**config.mk**
```make
export PLATFORM = sky130hd
export DESIGN_NAME = uart_word_loader
export DESIGN_NICKNAME = d
export VERILOG_FILES = /design/src/rtl/uart_word_loader.sv
export SDC_FILE = /design/constraint.sdc
export NUM_CORES = 1
export LEC_CHECK = 0
export CAP_MARGIN = 10
export CORE_AREA = 2 2 108 110
export CTS_CLUSTER_DIAMETER = 150
export DETAILED_ROUTE_END_ITERATION = 6
export DIE_AREA = 0 0 110 112
export MAX_ROUTING_LAYER = met4
export PLACE_DENSITY_LB_ADDON = 0.1
export SLEW_MARGIN = 20
export SYNTH_ARGS = -nofsm -noshare
export SYNTH_HDL_FRONTEND = slang
export SYNTH_SLANG_ARGS = --single-unit
```
**constraint.sdc**
```tcl
create_clock -name clk -period 6.3 [get_ports clk]
set_input_delay 0.945 -clock clk [delete_from_list [all_inputs] [get_ports clk]]
set_output_delay 0.945 -clock clk [all_outputs]
set_load 0.02 [all_outputs]
```
**src/rtl/uart_word_loader.sv**
```systemverilog
// uart_word_loader: parses framed load packets arriving from the UART
// receiver and writes the assembled 16-bit words into instruction memory.
// Packet layout: header, word count N, N x {lo, hi} data bytes, then the
// XOR of all data bytes. The CPU is held while a packet is in flight and
// after a failed load, until the next valid header starts a reload.
module uart_word_loader #(
   parameter int         ADDR_W      = 8,
   parameter int         TIMEOUT_CYC = 65535,
   parameter logic [7:0] HDR_BYTE    = 8'hA5
) (
   input  logic              clk,
   input  logic              reset,
   input  logic              i_rx_valid,
   input  logic [7:0]        i_rx_data,
   input  logic              i_rx_stop,
   output logic              o_mem_we,
   output logic [ADDR_W-1:0] o_mem_addr,
   output logic [15:0]       o_mem_wdata,
   output logic              o_busy,
   output logic              o_load_done,
   output logic              o_load_err,
   output logic              o_cpu_hold
);

   typedef enum logic [2:0] {
      IDLE,
      COUNT,
      LO,
      HI,
      CSUM
   } state_t;

   // Counter wide enough to hold TIMEOUT_CYC; the abort fires on the edge
   // where the idle-cycle count would reach TIMEOUT_CYC-1.
   localparam int              TW       = $clog2(TIMEOUT_CYC + 1);
   localparam logic [TW-1:0]   TMO_LAST = TW'(TIMEOUT_CYC - 2);

   state_t            state_reg;
   logic [7:0]        words_left_reg;
   logic [7:0]        lo_reg;
   logic [7:0]        csum_reg;
   logic [ADDR_W-1:0] addr_reg;
   logic [TW-1:0]     tmo_cnt_reg;

   // Packet parser: one state step per received byte, plus the inter-byte
   // timeout watchdog while a packet is open.
   always_ff @(posedge clk or posedge reset) begin
      if (reset) begin
         state_reg      <= IDLE;
         words_left_reg <= '0;
         lo_reg         <= '0;
         csum_reg       <= '0;
         addr_reg       <= '0;
         tmo_cnt_reg    <= '0;
         o_mem_we       <= 1'b0;
         o_mem_addr     <= '0;
         o_mem_wdata    <= '0;
         o_load_done    <= 1'b0;
         o_load_err     <= 1'b0;
      end else begin
         // Strobes default low so each lasts exactly one cycle.
         o_mem_we    <= 1'b0;
         o_load_done <= 1'b0;

         if (state_reg == IDLE) begin
            tmo_cnt_reg <= '0;
            // Only a clean header opens a packet; everything else is noise.
            if (i_rx_valid && i_rx_stop && (i_rx_data == HDR_BYTE)) begin
               state_reg  <= COUNT;
               o_load_err <= 1'b0;
               csum_reg   <= '0;
               addr_reg   <= '0;
               o_mem_addr <= '0;
            end
         end else if (i_rx_valid) begin
            // A received byte always wins over a coincident timeout.
            tmo_cnt_reg <= '0;
            if (!i_rx_stop) begin
               // Framing error inside a packet: abort without writing.
               o_load_err <= 1'b1;
               state_reg  <= IDLE;
            end else begin
               case (state_reg)
                  COUNT: begin
                     words_left_reg <= i_rx_data;
                     state_reg      <= (i_rx_data == 8'd0) ? CSUM : LO;
                  end
                  LO: begin
                     lo_reg    <= i_rx_data;
                     csum_reg  <= csum_reg ^ i_rx_data;
                     state_reg <= HI;
                  end
                  HI: begin
                     o_mem_we       <= 1'b1;
                     o_mem_wdata    <= {i_rx_data, lo_reg};
                     o_mem_addr     <= addr_reg;
                     addr_reg       <= addr_reg + 1'b1;
                     csum_reg       <= csum_reg ^ i_rx_data;
                     words_left_reg <= words_left_reg - 8'd1;
                     state_reg      <= (words_left_reg == 8'd1) ? CSUM : LO;
                  end
                  CSUM: begin
                     if (i_rx_data == csum_reg) begin
                        o_load_done <= 1'b1;
                     end else begin
                        o_load_err <= 1'b1;
                     end
                     state_reg <= IDLE;
                  end
                  default: begin
                     state_reg <= IDLE;
                  end
               endcase
            end
         end else if (tmo_cnt_reg == TMO_LAST) begin
            // Sender went quiet mid-packet: give up and flag the load bad.
            tmo_cnt_reg <= '0;
            o_load_err  <= 1'b1;
            state_reg   <= IDLE;
         end else begin
            tmo_cnt_reg <= tmo_cnt_reg + 1'b1;
         end
      end
   end

   // Status outputs derive directly from registered state.
   assign o_busy     = (state_reg != IDLE);
   assign o_cpu_hold = o_busy | o_load_err;

endmodule

```
==> results by group <==
Place
  • IO Port Bufs: 40
  • Final HPWL DP: 5.88 mm
  • DP Cell Count: 556
  • Final GP Congestion: 0.760

Yosys
  • Top_reg_cell synth: dfrtp_1
  • Mapped Avg Cell Area: 9.61 µm²
  • Post-Synth XOR/XNOR Area: 5.54%
  • Synth Area in Compound Gates: 11.1%
  • Mux cell area share after synthesis: 2.90%
  • Post-Synth Simple-Gate Area: 23.7%
  • Syn_nets: 412
  • Async SR Flop Fraction: 100%
  • Area share of fa/ha/maj cells after synthesis: 1.65%
  • Sequential share of the synthesized area: 51.4%
  • Main combinational cell family by area after synthesis: simple AND/OR/NAND/NOR gates
  • Number of synthesized register bits: 78
  • Synthesized area: 3800 µm²
  • Cells after Synth: 395
  • Post-synth EDFFs: 0
  • Synth warn: 0
  • Netlist cell types: 56

Finish
  • N_diodes: 0
  • Layout area overhead: 22.4%
  • Fillcell total: 1119
  • Total area of sequential cells: 1950 µm²
  • Layout cell share with drive strength beyond 1: 9.56%
  • Final nets: 441
  • Final Non-Filler Cells: 572
  • Multi-input gate area: 1710 µm²

Critical path
  • Worst reg-to-reg setup slack: 3870 ps
  • CP Launch Type: flip-flop
  • CP Max Fanout: 16
  • Crit end category: output pin
  • Slowest cell on the critical path: dfrtp_1
  • Slowest stage delay, CP: 590 ps
  • CP Class: reg2out
  • Crit path DAT: 2070 ps
  • CP Cell Sequence: nor3_4 > inv_2 > clkdlybuf4s50_1
  • Critical Path RT: 5350 ps

Route
  • Antenna-violating nets left: 0
  • Routed wire length: 9.04 mm
  • Vias: 2906
  • Routed vias/inst: 5.08
  • DRT iter0 DRCs: 130
  • DR pass1 iterations: 6
  • Routed len/inst: 15.8 µm
  • Residual DRC: 0

Timing
  • Fin Clk Skew: 3.01 ps
  • Final hold slack: 470 ps
  • Setup violators final: 0
  • Final cycle utilization of the critical path: 47.9%
  • Max-Slew Margin vs Limit: 50.4%
  • Tmin final: 3020 ps
  • RSZ-0062 raised after global routing: no
  • Final Hold Vio Count: 0
  • Slew Viols, Final: 0
  • Max Freq: 331 MHz
  • Slew @ Worst Pin: 742 ps
  • Setup TNS: 0 ps

Clock tree
  • Clock buffer depth: 2
  • Post-CTS setup buffer count: 0
  • Post-CTS sizing: 0
  • TritonCTS clock tree: built
  • Clk sink count: 78
  • Worst-path clk slew: 60 ps
  • # H-tree levels: 3
  • Root Buffer Master: clkbuf_16
  • TritonCTS buffer count: 9
  • Hold_buf cts: 0
  • Clock Latency Late Sink: 330 ps

Floorplan
  • Starting density of the core: 34.0%
  • Std cell rows: 39
  • Die X: 110 µm
  • Ports: 41
  • Die H: 112 µm
  • Die footprint: 12300 µm²
  • Core region area: 11200 µm²

Global route
  • Vias in the first global route: 2984
  • Initial antenna violation count: 0
  • Largest net degree at the start of global routing: 79
  • First-pass GRT wire length: 15.0 mm
  • GRT overflow: 0
  • GRT Util Overall: 16.5%

Power
  • Power, Total: 0.00122 W
  • PwrDens: 263 nW/µm²
  • Leakage: 2.05 nW
  • Peak supply drop: 0.128 mV

Run
  • Max Cap Viol: 0

Run status
  • Status: finished clean

Min path
  • Hold WC Path Type: reg2reg
## metal layers
| layer | up-vias | track usage, % | wire [µm] | part of all wire, % |
|---|---|---|---|---|
| li1 | 1415 | - | - | - |
| met1 | 1424 | 22.8 | 4510 | 50 |
| met2 | 57 | 23.2 | 4080 | 45 |
| met3 | 10 | 3.63 | 316 | 3.5 |
| met4 | 0 | 6.58 | 141 | 1.6 |
| met5 | - | - | 0 | 0 |
## critical path, delay by kind of cell (launching register included)
family / cells / cell delay [ps]
simple gates: 1 / 420
buf+inv: 2 / 730
flops: 1 / 590
## cell families after synthesis
family	count (synthesis)
xor+xnor	24
flops	78
mux	10
buf+inv	30
fa+ha+maj	5
compound gates	66
simple gates	182
## path summary, 6_finish.rpt
check                        startpoint                end  depth (start not counted)
max                        state_reg[1]             o_busy                          3
min                           lo_reg[0]     o_mem_wdata[0]                          2
max reg2reg                state_reg[1]      o_mem_addr[4]                          5
min reg2reg                   lo_reg[0]     o_mem_wdata[0]                          2
max in group asynchronous         reset  words_left_reg[2]                          3
min in group asynchronous         reset           o_mem_we                          3
## where the power goes
part / internal (W) / leakage [nW] / total (W) / switching, W
registers: 0.000510 / 1.08 / 0.000519 / 0.00000922
logic: 0.0000226 / 0.798 / 0.0000590 / 0.0000364
clock network: 0.000437 / 0.179 / 0.000642 / 0.000205
total: 0.000970 / 2.05 / 0.00122 / 0.000250
## metrics by stage
step	utilization (%)	setup slack, ps	cell area, µm²
floorplan	-	3360	3800
global placement	38.2	3070	4270
detailed placement	38.2	3040	4270
CTS	41.5	3270	4640
global route	41.6	3190	4650
finish	41.6	3280	4650
## layout make-up
class | instances | share of cell area (%)
inverters | 7 | 0.566
repair buffers | 41 | 8.86
clock inverters | 6 | 2.85
multi-input cells | 287 | 36.7
well taps | 143 | 3.85
clock buffers | 10 | 5.14
flip-flops and latches | 78 | 42.0
## layout by cell type, fill, tap and decap left out, types with 2 or more instances in the layout
cell type        netlist  layout
o31ai_1                2       2
and2_1                 4       4
nor3_1                 3       3
xor2_1                19      19
nor4_1                 6       6
a2bb2oi_1              2       2
inv_2                  2       3
nand3_2                2       2
nor3_4                 2       2
nand2_1               89      89
o31a_1                 2       2
a21oi_1               10      10
xnor2_1                5       5
ha_1                   5       5
and4_1                 4       4
o21ai_1                5       5
nand3_1                6       6
nand3b_1               2       2
inv_1                  5       4
nand4_1               12      12
o21ai_0               33      33
o21a_1                 2       2
mux2_2                 8       8
or3_1                  3       3
clkdlybuf4s50_1        0      40
dfrtp_1               78      78
clkbuf_16              0       9
and3_1                 2       2
nor2_1                35      35
bufinv_16              0       4
mux2i_1                2       2
## cell usage after synthesis (all sizes together), types with 2 or more instances
master | number | area (µm²)
dfrtp | 78 | 1950
clkbuf | 9 | 35.0
xnor2 | 5 | 43.8
mux2 | 8 | 90.1
ha | 5 | 62.6
or3 | 3 | 18.8
nand3b | 2 | 15.0
nor4 | 7 | 58.8
o21a | 2 | 15.0
o31a | 2 | 17.5
nand4 | 12 | 75.1
nand2 | 91 | 352
nand3 | 8 | 50.1
and4 | 4 | 35.0
mux2i | 2 | 20.0
and2 | 4 | 25.0
nor3 | 5 | 47.5
and3 | 2 | 12.5
buf | 14 | 77.6
a2bb2oi | 2 | 17.5
o31ai | 2 | 15.0
or4 | 2 | 18.8
xor2 | 19 | 166
inv | 7 | 26.3
a21oi | 10 | 50.1
o21ai | 38 | 190
nor2 | 36 | 138
(Power assumes the default switching activity.)
